[src/rtl/seq_divider_pkg.sv]
// Shared arithmetic constants: divider state encoding and default datapath width.
// Kept bit-compatible with the encodings the ALU opcode decode expects.
package seq_divider_pkg;

    localparam int DATA_WIDTH = 16;

    typedef enum logic [1:0] {
        IDLE = 2'd0,
        CALC = 2'd1,
        FIX  = 2'd2,
        DONE = 2'd3
    } div_state_t;

endpackage

[src/rtl/seq_divider_div_step.sv]
// One restoring shift-subtract step: shift in the next dividend bit, subtract if it fits.
// Latency: combinational.
// Backpressure: none; evaluated every cycle, consumed only while the divider is in CALC.
module seq_divider_div_step #(
    parameter int WIDTH = 16
) (
    input  logic [WIDTH:0]   rem,
    input  logic [WIDTH-1:0] divisor,
    input  logic             in_bit,
    output logic [WIDTH:0]   next_rem,
    output logic             q_bit
);

    // Compare at WIDTH+2 bits so the shifted-out top bit is never lost.
    logic [WIDTH+1:0] shifted;
    logic [WIDTH+1:0] dvs_ext;

    assign shifted = {rem, in_bit};
    assign dvs_ext = {2'b00, divisor};

    always_comb begin
        q_bit    = 1'b0;
        next_rem = shifted[WIDTH:0];
        if (shifted >= dvs_ext) begin
            q_bit    = 1'b1;
            next_rem = shifted[WIDTH:0] - {1'b0, divisor};
        end
    end

endmodule

[src/rtl/seq_divider.sv]
// Iterative restoring divider, unsigned or two's-complement signed, one quotient bit per clock.
// Latency: o_done WIDTH+2 cycles after an accepted start, 1 cycle when the divisor is zero.
// Backpressure: i_start is accepted only in IDLE; starts while busy are dropped silently.
module seq_divider
    import seq_divider_pkg::*;
#(
    parameter int WIDTH = DATA_WIDTH
) (
    input  logic             i_clk,
    input  logic             i_rst,
    input  logic             i_start,
    input  logic             i_signed,
    input  logic [WIDTH-1:0] i_dividend,
    input  logic [WIDTH-1:0] i_divisor,
    output logic [WIDTH-1:0] o_quotient,
    output logic [WIDTH-1:0] o_remainder,
    output logic             o_busy,
    output logic             o_done,
    output logic             o_div_zero
);

    localparam int CNT_W = $clog2(WIDTH);
    localparam logic [CNT_W-1:0] CNT_LAST = CNT_W'(WIDTH - 1);

    div_state_t       state;
    logic [CNT_W-1:0] cnt;
    logic [WIDTH:0]   rem;
    logic [WIDTH-1:0] dvd_sh;
    logic [WIDTH-1:0] dvs_mag_q;
    logic             sign_q;
    logic             sign_r;

    logic             dvd_neg;
    logic             dvs_neg;
    logic [WIDTH-1:0] dvd_mag;
    logic [WIDTH-1:0] dvs_mag;
    logic [WIDTH:0]   next_rem;
    logic             q_bit;

    // Magnitude of the most-negative value is itself read as unsigned, so
    // most-negative / -1 wraps back to most-negative with no special case.
    assign dvd_neg = i_signed & i_dividend[WIDTH-1];
    assign dvs_neg = i_signed & i_divisor[WIDTH-1];
    assign dvd_mag = dvd_neg ? (~i_dividend + 1'b1) : i_dividend;
    assign dvs_mag = dvs_neg ? (~i_divisor + 1'b1) : i_divisor;

    seq_divider_div_step #(
        .WIDTH (WIDTH)
    ) u_step (
        .rem      (rem),
        .divisor  (dvs_mag_q),
        .in_bit   (dvd_sh[WIDTH-1]),
        .next_rem (next_rem),
        .q_bit    (q_bit)
    );

    always_ff @(posedge i_clk) begin
        if (i_rst) begin
            state       <= IDLE;
            cnt         <= '0;
            rem         <= '0;
            dvd_sh      <= '0;
            dvs_mag_q   <= '0;
            sign_q      <= 1'b0;
            sign_r      <= 1'b0;
            o_quotient  <= '0;
            o_remainder <= '0;
            o_busy      <= 1'b0;
            o_done      <= 1'b0;
            o_div_zero  <= 1'b0;
        end else begin
            o_done <= 1'b0;
            case (state)
                IDLE: begin
                    if (i_start) begin
                        sign_q <= dvd_neg ^ dvs_neg;
                        sign_r <= dvd_neg;
                        o_busy <= 1'b1;
                        if (i_divisor == '0) begin
                            o_quotient  <= '1;
                            o_remainder <= i_dividend;
                            o_div_zero  <= 1'b1;
                            o_done      <= 1'b1;
                            state       <= DONE;
                        end else begin
                            dvd_sh     <= dvd_mag;
                            dvs_mag_q  <= dvs_mag;
                            rem        <= '0;
                            cnt        <= CNT_LAST;
                            o_div_zero <= 1'b0;
                            state      <= CALC;
                        end
                    end
                end
                CALC: begin
                    // dvd_sh drains dividend bits from the top and fills with quotient bits.
                    rem    <= next_rem;
                    dvd_sh <= {dvd_sh[WIDTH-2:0], q_bit};
                    cnt    <= cnt - 1'b1;
                    if (cnt == '0) begin
                        state <= FIX;
                    end
                end
                FIX: begin
                    o_quotient  <= sign_q ? (~dvd_sh + 1'b1) : dvd_sh;
                    o_remainder <= sign_r ? (~rem[WIDTH-1:0] + 1'b1) : rem[WIDTH-1:0];
                    o_done      <= 1'b1;
                    state       <= DONE;
                end
                DONE: begin
                    o_busy <= 1'b0;
                    state  <= IDLE;
                end
                default: begin
                    o_busy <= 1'b0;
                    state  <= IDLE;
                end
            endcase
        end
    end

endmodule

[config.mk]
export PLATFORM = sky130hd
export DESIGN_NAME = seq_divider
export DESIGN_NICKNAME = d
export VERILOG_FILES = /design/src/rtl/seq_divider_pkg.sv /design/src/rtl/seq_divider_div_step.sv /design/src/rtl/seq_divider.sv
export SDC_FILE = /design/constraint.sdc
export NUM_CORES = 1
export LEC_CHECK = 0
export BUFFER_PORTS_ARGS = -buffer_cell sky130_fd_sc_hd__buf_2
export CAP_MARGIN = 15
export CORE_MARGIN = 3
export CORE_UTILIZATION = 45
export CTS_CLUSTER_DIAMETER = 60
export DETAILED_ROUTE_END_ITERATION = 6
export PLACE_DENSITY = 0.62
export RECOVER_POWER = 100
export SYNTH_ARGS = -nofsm -noshare
export SYNTH_HDL_FRONTEND = slang
export SYNTH_SLANG_ARGS = --single-unit
[constraint.sdc]
create_clock -name i_clk -period 2.8 [get_ports i_clk]
set_clock_uncertainty 0.1 [all_clocks]
set_input_delay 0.14 -clock i_clk [delete_from_list [all_inputs] [get_ports i_clk]]
set_output_delay 0.14 -clock i_clk [all_outputs]
set_load 0.02 [all_outputs]
==> flow_summary.ini <==
[global_route]
grt_max_degree = 48
grt_pass1_vias = 5248
antenna_found_initial = 0
grt_first_pass_wirelength_mm = 26.91
grt_usage = 0.2318
grt_overflow_total = 0

[synth]
yosys.area_share.adder = 0.05572
synth.distinct_cells = 77
netlist_instances = 745
synth_nets = 807
syn_avg_cell_area_um2 = 8.018
netlist_top_cells_area = dfxtp_1 (31%), nor2_1 (5.7%), xnor2_1 (5.4%), ha_1 (5.2%), nand2_1 (4.5%)
synth_largest_area_cell = dfxtp_1
synthXorXnorAreaFrac = 0.09384
yosysMostFrequentCell = dfxtp_1
synth_top_area_frac = 0.3083
synth_top_family_by_area = compound AO/OA/AOI/OAI gates
yosysSeqAreaShare = 0.3083
synthMuxAreaShare = 0.01341
yosys.area_share.simple = 0.2158
netlist_top_cells_count = dfxtp_1 (92), nor2_1 (90), nand2_1 (72), a21oi_1 (46), xnor2_1 (37)
ys_ff_latch = 92
syn_area_mm2 = 0.005973
synth-warning-count = 0
synth_edf_count = 0
async_flop_share = 0
ys.flop_type = dfxtp_1
synth_compound_area_frac = 0.2530

[detailed_routing]
wl_met3_mm = 1.491
ant_nets = 0
routed_wl_mm = 16.99
vias = 5774
drcViolationCount = 0
first_iter_violations = 461
top_layer = met4
drtPass1Iterations = 5
via_per_inst = 5.797
wl_met2_mm = 7.020
wl_met1_mm = 8.270
routedWlPerCell_um = 17.05

[floorplan]
coreArea_mm2 = 0.01277
ios = 71
fp-row-count = 41
die_area_mm2 = 0.01469
initial_core_util = 0.4676
fp.dieH_um = 121.2
die_w_um = 121.2

[setup_path]
arrival_ps = 2760
slowest_stage = fa_1
max_stage_delay_ps = 400
endpoint_kind = register
r2r-end = rem[10]
crit_buf_inv = 3
path_cells = inv_1 > ha_1 > inv_1 > fa_1 > a21oi_1 > o22ai_1 > clkbuf_1 > o21a_1 > or3_1 > a21oi_1 > o31ai_1
required_ps = 2930
rr_startpoint = dvd_sh[15]
critical_path.max_fanout = 4
cpLargestDelayFamily = compound AO/OA/AOI/OAI gates
ff2ff_path_depth = 11
start_kind = register
r2r_slack_ps = 170
path_class = register to register

[clock_tree]
clock-sinks = 92
clkTransAtPathRegs_ps = 80
htree_levels = 3
cts_tree = built
clk_path_buf_depth = 2
clk_latency_ps = 350
cts_buffers = 9
cts-root-buf = clkbuf_16

[job]
drv_cap = 0

[sta]
fmax_mhz = 379.9
slew_headroom = 0.6085
setup_viol = 0
layout_setup_ws_ps = 168.1
period_needed_ps = 2632
worst_slew_pin_slew_ps = 587.2
report.final.slew_viol_count = 0
final_hold_viol_count = 0
finalSetupTns_ps = 0
finalCritPeriodShare = 0.9400
grt_setup_unrepaired = false

[power]
max-vdd-ir-drop_v = 0.0007227
cellPowerDensity_mw_per_mm2 = 1061
p_leak_nw = 2.697

[hold_path]
hold_depth = 3
min_to = dvs_mag_q[14]
min_from = i_divisor[14]
worstHoldPathType = input pin to register

[placement]
port_buffers = 70
place_hpwl_mm = 13.03
gp_congestion = 0.9041
place_inst = 978
dp_slack_ps = 169.1

[layout]
drive_gt1_frac = 0.1286
final_cells = 996
n_antenna_cell = 0
synthToLayoutAreaGrowth_pct = 14.50
nNetsFinal = 881

[run_status]
status = completed
## worst max path at each step
stage	endpoint	slack, ps	startpoint	depth (start not counted)
CTS	o_quotient[10]	130	i_divisor[0]	10
floorplan	rem[16]	420	dvd_sh[15]	10
detailed placement	dvd_sh[0]	170	dvd_sh[15]	10
global placement	dvd_sh[0]	260	dvd_sh[15]	10
finish	rem[10]	170	dvd_sh[15]	11
global route	rem[10]	20	rem[14]	8
## worst register-to-register path, stage by stage (launching register included)
cell and delay [ps]:
dfxtp_1 320, inv_1 100, ha_1 180, inv_1 60, fa_1 400, a21oi_1 220
o22ai_1 150, clkbuf_1 160, o21a_1 190, or3_1 300, a21oi_1 220, o31ai_1 100
## logic make-up (layout without fill, tap and decap cells)
group | after synthesis | count (layout)
xor gates and xnor gates | 64 | 64
AOI/OAI and AO/OA | 210 | 210
and+or+nand+nor | 269 | 269
muxes | 8 | 8
buffers and inverters | 76 | 155
DFF | 92 | 92
adders and majority gates | 26 | 26
## final cells by class
class | instances | area (um^2)
fill | 1253 | 5934
multi-input combinational | 577 | 3790
sequential | 92 | 1842
timing repair buffer | 103 | 543.0
clock buffer | 10 | 239.0
tap | 172 | 215.2
inverter | 36 | 135.1
clock inverter | 6 | 75.07
## state kept, by name, indices dropped and copies added (netlist names)
name	flops
sign_r	1
dvd_sh	16
o_quotient	16
o_remainder	16
cnt	4
o_done	1
dvs_mag_q	16
rem	17
o_div_zero	1
sign_q	1
o_busy	1
state	2
## placed cells by master, fill, tap and decap left out, types with 13 or more instances in the layout
cell type	synthesis	routed
buf_4	2	25
nand2_1	72	72
xor2_1	27	27
inv_1	36	36
a21oi_1	46	46
nor3_1	13	13
xnor2_1	37	37
nand3_1	27	27
a211oi_1	31	31
buf_2	11	35
clkbuf_1	19	36
ha_1	25	25
dfxtp_1	92	92
o21ai_0	26	27
nor2_1	90	90
## per-layer routing
layer | up-vias | track usage
li1 | 2854 | -
met1 | 2688 | 0.3424
met2 | 218 | 0.3345
met3 | 14 | 0.06247
met4 | 0 | 0.05672
met5 | - | 0
## power by group
part,switching (W),leakage [nW],internal (W)
logic,0.00245,1.79,0.00156
registers,0.000290,0.751,0.00163
clock network,0.000587,0.152,0.000734
## stage by stage
step	cell area (um^2)	hold WS, ps	utilization	total power (W)
floorplan	5973	176.0	-	0.004865
global placement	6553	342.2	0.5130	0.005889
global route	6839	29.66	0.5354	0.007816
detailed placement	6553	348.3	0.5130	0.005941
finish	6839	22.86	0.5354	0.007253
CTS	6887	12.84	0.5391	0.007276
## repair_timing
item | 4_1_cts | 5_1_grt
resized for setup | 0 | 3
hold buffers | 2 | 0
setup buffers | 0 | 0
hold endpoints to repair | 2 | 0
endpoints found under the setup margin | 0 | 20
(Power assumes the default switching activity.)
